--- src/rtl/mem_wb_stage_if.sv ---
// MEM-to-WB boundary bundle: pipeline controls and MEM results in, register-file write port and status out.
// The master side is the pipeline driving MEM results; the slave side is the WB stage.
interface mem_wb_stage_if #(
  parameter int CNT_W = 32
);
  logic             STALL;
  logic             FLUSH;
  logic             VALID_MEM;
  logic             RegWrite_WB;
  logic             MemtoReg_WB;
  logic             MemRead_WB;
  logic [2:0]       FUNCT3_WB;
  logic [31:0]      DATA_MEMORY_WB;
  logic [31:0]      ALU_OUT_WB;
  logic [4:0]       RD_WB;

  logic             REG_WRITE_EN;
  logic [4:0]       RD_REG;
  logic [31:0]      WRITE_DATA_REG;
  logic             LOAD_MISALIGNED;
  logic             VALID_WB;
  logic [CNT_W-1:0] RETIRED_CNT;

  modport master (
    output STALL, FLUSH, VALID_MEM, RegWrite_WB, MemtoReg_WB, MemRead_WB,
           FUNCT3_WB, DATA_MEMORY_WB, ALU_OUT_WB, RD_WB,
    input  REG_WRITE_EN, RD_REG, WRITE_DATA_REG, LOAD_MISALIGNED, VALID_WB, RETIRED_CNT
  );

  modport slave (
    input  STALL, FLUSH, VALID_MEM, RegWrite_WB, MemtoReg_WB, MemRead_WB,
           FUNCT3_WB, DATA_MEMORY_WB, ALU_OUT_WB, RD_WB,
    output REG_WRITE_EN, RD_REG, WRITE_DATA_REG, LOAD_MISALIGNED, VALID_WB, RETIRED_CNT
  );
endinterface

--- src/rtl/mem_wb_stage.sv ---
// MEM/WB pipeline register and write-back logic of the RV32I core: load alignment and extension,
// result select, register-file write port, misaligned-load flag and retired-instruction counter.
module mem_wb_stage #(
  parameter int CNT_W          = 32,
  parameter bit ZERO_REG_GUARD = 1'b1
) (
  input logic           clk,
  input logic           reset,
  mem_wb_stage_if.slave bus
);

  localparam logic [2:0] F3_LB  = 3'b000;
  localparam logic [2:0] F3_LH  = 3'b001;
  localparam logic [2:0] F3_LW  = 3'b010;
  localparam logic [2:0] F3_LBU = 3'b100;
  localparam logic [2:0] F3_LHU = 3'b101;

  typedef struct packed {
    logic        valid;
    logic        reg_write;
    logic        mem_to_reg;
    logic        mem_read;
    logic [2:0]  funct3;
    logic [31:0] mem_word;
    logic [31:0] alu_out;
    logic [4:0]  rd;
  } wb_reg_t;

  wb_reg_t          wb_q;
  logic [CNT_W-1:0] retired_q;

  // NOTE: state registers use non-blocking assignments so every flop samples pre-edge values.
  always_ff @(posedge clk) begin
    if (reset) begin
      wb_q      <= '0;
      retired_q <= '0;
    end else if (bus.FLUSH) begin
      wb_q      <= '0;
    end else if (!bus.STALL) begin
      wb_q.valid      <= bus.VALID_MEM;
      wb_q.reg_write  <= bus.RegWrite_WB;
      wb_q.mem_to_reg <= bus.MemtoReg_WB;
      wb_q.mem_read   <= bus.MemRead_WB;
      wb_q.funct3     <= bus.FUNCT3_WB;
      wb_q.mem_word   <= bus.DATA_MEMORY_WB;
      wb_q.alu_out    <= bus.ALU_OUT_WB;
      wb_q.rd         <= bus.RD_WB;
      retired_q       <= retired_q + CNT_W'(bus.VALID_MEM);
    end
  end

  logic [1:0]  off;
  logic [7:0]  lane_byte;
  logic [15:0] lane_half;
  logic [31:0] load_data;
  logic        misaligned;

  assign off       = wb_q.alu_out[1:0];
  assign lane_byte = wb_q.mem_word[{off, 3'b000} +: 8];
  assign lane_half = off[1] ? wb_q.mem_word[31:16] : wb_q.mem_word[15:0];

  // NOTE: the default assignment ahead of the case keeps this block purely combinational.
  always_comb begin
    load_data = wb_q.mem_word;
    unique case (wb_q.funct3)
      F3_LB:   load_data = {{24{lane_byte[7]}}, lane_byte};
      F3_LBU:  load_data = {24'h0, lane_byte};
      F3_LH:   load_data = {{16{lane_half[15]}}, lane_half};
      F3_LHU:  load_data = {16'h0, lane_half};
      default: load_data = wb_q.mem_word;
    endcase
  end

  // Only half-word and word loads can violate alignment; other funct3 codes never flag.
  always_comb begin
    misaligned = 1'b0;
    if (wb_q.valid && wb_q.mem_read) begin
      if (wb_q.funct3 == F3_LH || wb_q.funct3 == F3_LHU) misaligned = off[0];
      else if (wb_q.funct3 == F3_LW)                     misaligned = (off != 2'b00);
    end
  end

  assign bus.LOAD_MISALIGNED = misaligned;
  assign bus.WRITE_DATA_REG  = wb_q.mem_to_reg ? load_data : wb_q.alu_out;
  assign bus.REG_WRITE_EN    = wb_q.valid && wb_q.reg_write && !misaligned &&
                               !(ZERO_REG_GUARD && (wb_q.rd == 5'd0));
  assign bus.RD_REG          = wb_q.rd;
  assign bus.VALID_WB        = wb_q.valid;
  assign bus.RETIRED_CNT     = retired_q;

endmodule

--- src/flat_wrapper.sv ---
// flat-port wrapper written by rule: the top's interface ports become plain ports
module mem_wb_stage_flat 
#(
  parameter int CNT_W          = 32,
  parameter bit ZERO_REG_GUARD = 1'b1
)
  (clk, reset, bus_STALL, bus_FLUSH, bus_VALID_MEM, bus_RegWrite_WB, bus_MemtoReg_WB, bus_MemRead_WB, bus_FUNCT3_WB, bus_DATA_MEMORY_WB, bus_ALU_OUT_WB, bus_RD_WB, bus_REG_WRITE_EN, bus_RD_REG, bus_WRITE_DATA_REG, bus_LOAD_MISALIGNED, bus_VALID_WB, bus_RETIRED_CNT);
  mem_wb_stage_if #(.CNT_W(CNT_W)) bus_i ();
  input logic clk;
  input logic reset;
  input wire logic [$bits(bus_i.STALL)-1:0] bus_STALL;
  input wire logic [$bits(bus_i.FLUSH)-1:0] bus_FLUSH;
  input wire logic [$bits(bus_i.VALID_MEM)-1:0] bus_VALID_MEM;
  input wire logic [$bits(bus_i.RegWrite_WB)-1:0] bus_RegWrite_WB;
  input wire logic [$bits(bus_i.MemtoReg_WB)-1:0] bus_MemtoReg_WB;
  input wire logic [$bits(bus_i.MemRead_WB)-1:0] bus_MemRead_WB;
  input wire logic [$bits(bus_i.FUNCT3_WB)-1:0] bus_FUNCT3_WB;
  input wire logic [$bits(bus_i.DATA_MEMORY_WB)-1:0] bus_DATA_MEMORY_WB;
  input wire logic [$bits(bus_i.ALU_OUT_WB)-1:0] bus_ALU_OUT_WB;
  input wire logic [$bits(bus_i.RD_WB)-1:0] bus_RD_WB;
  output wire logic [$bits(bus_i.REG_WRITE_EN)-1:0] bus_REG_WRITE_EN;
  output wire logic [$bits(bus_i.RD_REG)-1:0] bus_RD_REG;
  output wire logic [$bits(bus_i.WRITE_DATA_REG)-1:0] bus_WRITE_DATA_REG;
  output wire logic [$bits(bus_i.LOAD_MISALIGNED)-1:0] bus_LOAD_MISALIGNED;
  output wire logic [$bits(bus_i.VALID_WB)-1:0] bus_VALID_WB;
  output wire logic [$bits(bus_i.RETIRED_CNT)-1:0] bus_RETIRED_CNT;
  assign bus_i.STALL = bus_STALL;
  assign bus_i.FLUSH = bus_FLUSH;
  assign bus_i.VALID_MEM = bus_VALID_MEM;
  assign bus_i.RegWrite_WB = bus_RegWrite_WB;
  assign bus_i.MemtoReg_WB = bus_MemtoReg_WB;
  assign bus_i.MemRead_WB = bus_MemRead_WB;
  assign bus_i.FUNCT3_WB = bus_FUNCT3_WB;
  assign bus_i.DATA_MEMORY_WB = bus_DATA_MEMORY_WB;
  assign bus_i.ALU_OUT_WB = bus_ALU_OUT_WB;
  assign bus_i.RD_WB = bus_RD_WB;
  assign bus_REG_WRITE_EN = bus_i.REG_WRITE_EN;
  assign bus_RD_REG = bus_i.RD_REG;
  assign bus_WRITE_DATA_REG = bus_i.WRITE_DATA_REG;
  assign bus_LOAD_MISALIGNED = bus_i.LOAD_MISALIGNED;
  assign bus_VALID_WB = bus_i.VALID_WB;
  assign bus_RETIRED_CNT = bus_i.RETIRED_CNT;
  mem_wb_stage #(.CNT_W(CNT_W), .ZERO_REG_GUARD(ZERO_REG_GUARD)) u_core (.clk(clk), .reset(reset), .bus(bus_i));
endmodule
--- config.mk ---
export PLATFORM = sky130hd
export DESIGN_NAME = mem_wb_stage_flat
export DESIGN_NICKNAME = d
export VERILOG_FILES = /design/src/rtl/mem_wb_stage_if.sv /design/src/rtl/mem_wb_stage.sv /design/src/flat_wrapper.sv
export SDC_FILE = /design/constraint.sdc
export NUM_CORES = 1
export LEC_CHECK = 0
export CAP_MARGIN = 20
export CORE_MARGIN = 2
export CORE_UTILIZATION = 48
export CTS_CLUSTER_DIAMETER = 60
export CTS_CLUSTER_SIZE = 30
export DETAILED_ROUTE_END_ITERATION = 8
export PLACE_DENSITY = 0.91
export SETUP_SLACK_MARGIN = 0.05
export SLEW_MARGIN = 20
export SYNTH_ARGS = -nofsm -noshare
export SYNTH_HDL_FRONTEND = slang
export SYNTH_SLANG_ARGS = --single-unit
--- constraint.sdc ---
create_clock -name clk -period 3.85 [get_ports clk]
set_input_delay 1.155 -clock clk [delete_from_list [all_inputs] [get_ports clk]]
set_output_delay 1.155 -clock clk [all_outputs]
set_load 0.05 [all_outputs]
-- Word-level counts from Yosys, hierarchy flattened
Cells that the tools add are included.
- bits in registers: 108
- output and inout bits: 72
- logic and storage cells: 35
- shift operators: 1
- add/sub/neg operators: 1
- eq/ne operators: 4
- reductions and logical operators: 12
- bitwise gates (word level): 2
- muxes and demuxes: 6
- operators by type and width (operator ; number):
    one-hot mux 32 bit (4 select lines) ; 1
    adder 32 x 1 -> 32 bit ; 1
    two-way mux 32 bit ; 1
    indexed part select 32 x 6 -> 8 bit ; 1
    two-way mux 16 bit ; 1
    equality test 3 bit (second input constant) ; 2
    zero test 5 bit ; 1
    logical AND 1 bit ; 4
    equality test 3 x 1 -> 1 bit (second input constant) ; 1
    equality test 3 x 2 -> 1 bit (second input constant) ; 1
    zero test 3 bit ; 1
    two-way mux 1 bit ; 3
    zero test 1 bit ; 2
    inverter 1 bit ; 2
    AND reduction 2 bit ; 1
    nonzero test 2 bit ; 1
    OR reduction 2 bit ; 1
    logical OR 1 bit ; 1

-- Depth between registers and ports, before layout
Gate-level depths: netlist of run 1.
- word-level depth: 7
- gate-level depth with buffers: 8
- gate-level depth less buffers: 5

-- Worst setup path after synthesis of run 1
Ideal clock, no wire load.
- kind: register to output
- start point: reg u_core.wb_q (netlist bit u_core.off[1])
- end point: out bus_WRITE_DATA_REG[21]
- arrival: 2.103 ns
- setup slack: 0.592 ns
- stages on the path, launching flop included: 7
- buffers on the path: 2
- required time: 2.695 ns
- cell sequence: dfxtp_1 -> clkbuf_1 -> mux2i_1 -> o32ai_1 -> a21oi_1 -> clkbuf_1 -> a21oi_1
- longest elaborated chain between the ends: 3
- ends and longest elaborated chain (element ; line ; text):
    start, declared ; mem_wb_stage.sv:29 ; wb_reg_t wb_q;
    indexed part select 32 x 6 -> 8 bit / two-way mux 16 bit (equally long branches) ; mem_wb_stage.sv:59, mem_wb_stage.sv:60 ;
    one-hot mux 32 bit (4 select lines) (*) ; mem_wb_stage.sv:65 ; unique case (wb_q.funct3)
    two-way mux 32 bit (*) ; mem_wb_stage.sv:84 ; assign bus.WRITE_DATA_REG = wb_q.mem_to_reg ? load_data : wb_q.alu_out;
    end, declared ; flat_wrapper.sv:23 ; output wire logic [$bits(bus_i.WRITE_DATA_REG)-1:0] bus_WRITE_DATA_REG;
Mark *: on every way between the ends. The rest lies on a longest branch, timed or not.

-- Worst setup path in the final report of run 1
- start point: reg u_core.wb_q[70] (netlist bit)
- end point: out bus_REG_WRITE_EN
- longest elaborated chain between the ends: 7
- ends and longest elaborated chain (element ; line ; text):
    equality test 3 x 2 -> 1 bit, or another cell as far along ; mem_wb_stage.sv:79 ; else if (wb_q.funct3 == F3_LW) misaligned = (off != 2'b00);
    two-way mux 1 bit / logical OR 1 bit (equally long branches) ; mem_wb_stage.sv:79, mem_wb_stage.sv:78 ;
    two-way mux 1 bit (*) ; mem_wb_stage.sv:78 ; if (wb_q.funct3 == F3_LH || wb_q.funct3 == F3_LHU) misaligned = off[0];
    two-way mux 1 bit (*) ; mem_wb_stage.sv:77 ; if (wb_q.valid && wb_q.mem_read) begin
    zero test 1 bit (*) ; mem_wb_stage.sv:85 ; assign bus.REG_WRITE_EN = wb_q.valid && wb_q.reg_write && !misaligned &&
    logical AND 1 bit (*) (2 in series) ; mem_wb_stage.sv:85 ;
    end, declared ; flat_wrapper.sv:21 ; output wire logic [$bits(bus_i.REG_WRITE_EN)-1:0] bus_REG_WRITE_EN;
Marks and branches as above.

==> metrics.cfg, run 1 <==
[outcome]
status=completed

[placement]
routabilityCongestion=0.889
dp_hpwl_um=10700
port_buffers=151

[layout]
multi_input_area_um2=2690
fill_cells=795
seqCellArea_um2=2160
drive_above_1_share_pct=9.93
layout.nets=802
syn_to_final_growth_pct=34.7
n_antenna_cell=0

[power]
pwr-share-seq_pct=51.5
p_int_mw=1.64
power_density_nw_per_um2=329
p_switching_uw=622
power_leakage_nw=2.69
swShare_pct=27.5
pwr-share-clk_pct=32.2
comb_power_share_pct=16.3
peakVddDrop_uv=243

[floorplanning]
io_pins=152
row_count=37
dieArea_um2=11500
die_h_um=107
start_util_pct=49.5
core_area_um2=10300
die_w_um=107

[drt]
dr.pass1.iters=5
drcViolationCount=0
ant_nets=0
wl_per_cell_um=16.8
via_per_inst=5.66
initialDrtViolationCount=409
drt_wl_total_um=14500
dr_total_vias=4877

[sta]
finalHoldViolations=0
fin_crit_sh_pct=91.2
tightest_slew_ps=844
slew_viol_final=0
finalSetupViolCount=0
rsz0062_at_grt=no
min_period_ps=3510
fmax_mhz=285
tns_ps=0
fin_hold_ws_ps=503
finalClockSkew_ps=14.4
relSlewSlack_pct=43.7

[synth]
yosys_warnings=0
synth-edff-count=0
synth_area_per_cell_um2=8.60
synth_simple_gate_area_share_pct=20.3
synth_area_um2=5110
yosys-mux-area-fraction_pct=18.4
ys_top_cells_by_count=nor2_1 (111), dfxtp_1 (108), mux2i_1 (84)
ys.flop_type=dfxtp_1
synth_seq_cells=108
syn_inst=594
synth_most_common_cell=nor2_1
synth_xor_area_share_pct=1.54
synth_top_area_share_pct=42.3
async_flop_share_pct=0
ys_seq_area_share_pct=42.3
synth_compound_area_share_pct=11.7
yosys-top-cells-area=dfxtp_1 (42%), mux2i_1 (16%), nor2_1 (8.2%)
yosys.area.top_type=dfxtp_1
synth_nets=676
ys_types=46
synthAdderAreaFrac_pct=0.490
synth_top_family_by_area=simple AND/OR/NAND/NOR gates

[global_routing]
first_global_vias=4654
grt_usage_pct=24.9
grt_antenna_before_repair=0
grt_first_pass_wirelength_um=22700
grt_overflow_total=0
grt_max_degree=77

[critical_path]
cpMostUsedCell=buf_4
path_delay_family=buffers and inverters
critPathRequiredTime_ps=2690
path_depth=6
path_class=reg -> out
path_cells=buf_4 -> inv_1 -> o41ai_1 -> and3_1 -> nor2_1 -> buf_4
slowest_stage=o41ai_1
crit_path_max_incr_delay_ps=490
start_kind=flop
path_max_fanout=20
critPathArrivalTime_ps=2360
r2r_cells=5
path_buf_inv=3
crit_path_end_kind=primary output

[min_path]
hold_path_class=reg -> reg
worstHoldPathCells=2

[clock_tree]
cts_tree=built
post_cts_buffers=0
clock-sinks=108
clockBufferDepth=2
clk_latency_ps=370
path_clk_slew_ps=110
ctsRootBufferMaster=clkbuf_8
htreeDepth=3
cts-hold-fix-buffers=0
cts_made_buffers=9

[job]
drv_cap=0

[stage by stage]
stage	total power, mW	utilization (%)	worst slack [ps]	instances	area [um^2]
floorplan	1.40	-	592	594	5110
global placement	1.55	64.6	484	845	6670
detailed placement	1.56	64.6	351	845	6670
CTS	2.27	66.7	330	861	6880
global route	2.34	66.7	179	861	6880
finish	2.26	66.7	337	861	6880
[worst register-to-register path, cell delays in order, from the launching register on]
cell and delay, ps:
dfxtp_1 410, or3b_1 420, or3_1 380, buf_4 230, or4_1 530, a21oi_1 210
[worst paths after layout]
path	endpoint	start	slack (ps)
max	bus_REG_WRITE_EN	u_core.wb_q[70]	340
max reg2reg	u_core.bus.RETIRED_CNT[29]	u_core.bus.RETIRED_CNT[6]	1610
min reg2reg	u_core.bus.RETIRED_CNT[31]	u_core.bus.RETIRED_CNT[31]	500
min	u_core.bus.RETIRED_CNT[31]	u_core.bus.RETIRED_CNT[31]	500
[cell type report]
| type | instances | share of cell area, % |
|---|---|---|
| clock buffer | 10 | 2.00 |
| clock inverter | 6 | 1.02 |
| inverter | 16 | 0.872 |
| multi-input combinational | 424 | 39.0 |
| sequential | 108 | 31.4 |
| tap | 136 | 2.47 |
| timing repair buffer | 161 | 23.2 |
[registers in the layout (all words and copies together) (netlist names)]
| register | count |
|---|---|
| u_core.wb_q | 68 |
| u_core.bus.RETIRED_CNT | 32 |
| u_core.bus.RD_REG | 5 |
| u_core.bus.VALID_WB | 1 |
| u_core.off | 2 |
[metal layers]
metal  vias up  share of wire, %  GRT usage (%)
met5         -                 0              0
li1       2343                 -              -
met2       212                50           42.5
met1      2292                41           30.6
met3        30               7.0           6.38
met4         0               2.2           7.61
[logic make-up after synthesis]
logic type | count (synthesis)
flip-flops | 108
buffers and inverters | 62
XOR/XNOR | 9
multiplexers | 93
AO/OA/AOI/OAI | 98
adder cells (fa/ha/maj) | 2
AND/OR/NAND/NOR | 222
[power groups by stage]
stage	sequential (mW)	combinational (mW)	clock, mW
2_1_floorplan	1.19	0.212	0
3_3_place_gp	1.19	0.359	0
3_5_place_dp	1.19	0.367	0
4_1_cts	1.16	0.368	0.733
5_1_grt	1.17	0.390	0.785
6_report	1.17	0.368	0.729
[placed cells by master, fill, tap and decap left out, drive strengths merged, types with 3 or more instances in the layout]
master	netlist	layout
o31ai	15	15
and4	4	4
nor2b	3	3
or4	16	16
xor2	6	6
clkdlybuf4s50	0	116
nand2b	6	6
xnor2	3	3
buf	11	45
nand2	39	39
o22ai	10	10
mux2i	84	84
a221o	5	5
inv	15	18
nand3	9	9
or3	6	6
clkbuf	35	10
and3	7	7
a21oi	47	47
o21ai	12	12
mux2	9	9
dfxtp	108	108
nand4	11	11
clkinv	1	3
nor2	111	111
[what timing repair did]
action | 4_1_cts | 5_1_grt
gates resized for setup | 1 | 0
setup endpoints to repair | 4 | 0
endpoints found under the hold margin | 0 | 0
(Power assumes the default switching activity.)
==> run 2, diff against run 1 <==
--- a/config.mk
+++ b/config.mk
@@ -11,6 +11,7 @@
 export CTS_CLUSTER_DIAMETER = 60
 export CTS_CLUSTER_SIZE = 30
 export DETAILED_ROUTE_END_ITERATION = 8
+export HOLD_SLACK_MARGIN = 0.12
 export PLACE_DENSITY = 0.91
 export SETUP_SLACK_MARGIN = 0.05
 export SLEW_MARGIN = 20
==> results of run 2 <==
The final DEF is identical to that of run 1; final timing and power are the same.
==> run 3, diff against run 2 <==
--- a/config.mk
+++ b/config.mk
@@ -12,6 +12,7 @@
 export CTS_CLUSTER_SIZE = 30
 export DETAILED_ROUTE_END_ITERATION = 8
 export HOLD_SLACK_MARGIN = 0.12
+export MAX_ROUTING_LAYER = met4
 export PLACE_DENSITY = 0.91
 export SETUP_SLACK_MARGIN = 0.05
 export SLEW_MARGIN = 20
==> metrics.cfg, run 3 (synthesis results as in run 1) <==
[outcome]
status=completed

[critical_path]
path_max_fanout=20  ; unchanged
reg2reg_to=u_core.bus.RETIRED_CNT[18]
critPathArrivalTime_ps=2390  ; +30 ps
crit_path_end_kind=primary output
critPathRequiredTime_ps=2690  ; about the same
r2r_cells=5  ; unchanged
ff2ff_setup_slack_ps=1670  ; +60 ps
slowest_stage=o41ai_1
crit_path_max_incr_delay_ps=520  ; +30 ps
cpMostUsedCell=buf_4
path_class=reg -> out
start_kind=flop
path_cells=buf_4 -> inv_1 -> o41ai_1 -> and3_1 -> nor2_1 -> buf_4
rr_startpoint=u_core.bus.RETIRED_CNT[6]

[clock_tree]
clockBufferDepth=2  ; unchanged
htreeDepth=3  ; unchanged
path_clk_slew_ps=90  ; -20 ps
clk_latency_ps=380  ; about the same
cts-hold-fix-buffers=0  ; unchanged
post_cts_buffers=0  ; unchanged
cts_tree=built
clock-sinks=108  ; unchanged
cts_resized=1  ; unchanged
ctsRootBufferMaster=clkbuf_8
cts_made_buffers=9  ; unchanged

[floorplanning]
die_w_um=107  ; unchanged
die_h_um=107  ; unchanged
row_count=37  ; unchanged
io_pins=152  ; unchanged
start_util_pct=49.5  ; unchanged
dieArea_um2=11500  ; unchanged
core_area_um2=10300  ; unchanged

[placement]
port_buffers=151  ; unchanged
dp_slack_ps=400  ; +49.5 ps
routabilityCongestion=0.893  ; +0.52%
dp_hpwl_um=10600  ; -0.56%
dpl-instance-area_um2=6670  ; -0.11%

[global_routing]
first_global_vias=4723  ; +1.5%
grt_first_pass_wirelength_um=23300  ; +2.4%
grt_max_degree=51  ; -34%
grt_overflow_total=0  ; unchanged
grt_antenna_before_repair=0  ; unchanged
grt_usage_pct=26.4  ; +1.5 points

[power]
power_leakage_nw=2.69  ; -0.24%
peakVddDrop_uv=237  ; -2.5%
total_power_mw=2.29  ; +1.3%
power_density_nw_per_um2=333  ; +1.3%

[sta]
fin_ws_ps=302  ; -35.2 ps
tns_ps=0  ; unchanged
finalHoldViolations=0  ; unchanged
tightest_slew_ps=843  ; -0.888 ps
fmax_mhz=282  ; -0.99%
relSlewSlack_pct=43.8  ; +0.059 points
rsz0062_at_grt=no
fin_hold_ws_ps=502  ; -1.42 ps
finalClockSkew_ps=5.71  ; -8.65 ps
min_period_ps=3550  ; +35.2 ps
fin_crit_sh_pct=92.2  ; +0.91 points
finalSetupViolCount=0  ; unchanged
slew_viol_final=0  ; unchanged

[drt]
dr_total_vias=4906  ; +0.59%
ant_nets=0  ; unchanged
initialDrtViolationCount=337  ; -18%
wl_per_cell_um=16.9  ; +0.32%
dr.pass1.iters=7  ; +2
drt_wl_total_um=14500  ; +0.20%
drcViolationCount=0  ; unchanged
via_per_inst=5.70  ; +0.71%

[min_path]
hold_path_class=reg -> reg
min_to=u_core.wb_q[7]
hp-start=u_core.wb_q[7]
worstHoldPathCells=2  ; unchanged

[layout]
layout_common_cells=clkdlybuf4s50_1 (116), nor2_1 (111), dfxtp_1 (108), mux2i_1 (84), a21oi_1 (46)
fin_area_um2=6890  ; about the same
layout.nets=801  ; -0.12%
max_flop_register=u_core.wb_q
final_common_cell=clkdlybuf4s50_1
largest_register_ffs=68  ; unchanged
syn_to_final_growth_pct=34.7  ; about the same
drive_above_1_share_pct=9.53  ; -0.40 points
n_antenna_cell=0  ; unchanged
fill_cells=811  ; +2.0%

[job]
drv_cap=0  ; unchanged

## run 3: changes by cell type in the layout (fill, tap and decap cells not counted)
| cell | change |
|---|---|
| buf_4 | -1 |
| bufinv_16 | +1 |
| clkbuf_1 | +2 |
| clkinv_4 | -1 |
| clkinvlp_4 | +1 |
| inv_6 | -3 |
## run 3: worst max-delay path, delay by kind of cell (launching register included)
family	cells	cell delay (ps)
simple gates	2	380
compound gates	1	520
flops	1	440
buf+inv	3	670
## run 3: cell type report
type / instances / area [um^2] / share of cell area [%]
clock buffer: 12 / 145 / 2.11
clock inverter: 4 / 72.6 / 1.05
inverter: 16 / 60.1 / 0.872
multi-input combinational: 424 / 2690 / 39.0
sequential: 108 / 2160 / 31.4
tap: 136 / 170 / 2.47
timing repair buffer: 160 / 1590 / 23.1
## run 3: where the power goes
part	leakage, nW	internal (mW)	total [mW]	switching (mW)
clock network	0.107	0.384	0.760	0.377
logic	1.70	0.170	0.366	0.196
registers	0.877	1.14	1.17	0.0232
total	2.69	1.70	2.29	0.596
## run 3: worst max-delay path by stage
stage                    start                    endpoint  slack (ps)  depth (start not counted)
6_report       u_core.wb_q[70]            bus_REG_WRITE_EN         300                          6
5_1_grt        u_core.wb_q[70]            bus_REG_WRITE_EN         140                          6
4_1_cts        u_core.wb_q[70]            bus_REG_WRITE_EN         300                          6
3_5_place_dp         bus_FLUSH  u_core.bus.RETIRED_CNT[21]         400                          6
3_3_place_gp         bus_FLUSH  u_core.bus.RETIRED_CNT[17]         480                          6
2_1_floorplan    u_core.off[1]      bus_WRITE_DATA_REG[21]         590                          6
## run 3: per-stage QoR
stage	utilization (%)	cells
after CTS	66.7	860
after detailed placement	64.6	844
final	66.7	860
after global placement	64.6	844
after floorplan	-	594
after global routing	66.7	860
## run 3: layer usage
metal | up-vias | share of wire (%) | global-route usage, %
li1 | 2341 | - | -
met1 | 2302 | 41 | 31.7
met2 | 235 | 50 | 44.4
met3 | 28 | 6.8 | 4.86
met4 | 0 | 2.3 | 9.09
met5 | - | 0 | -
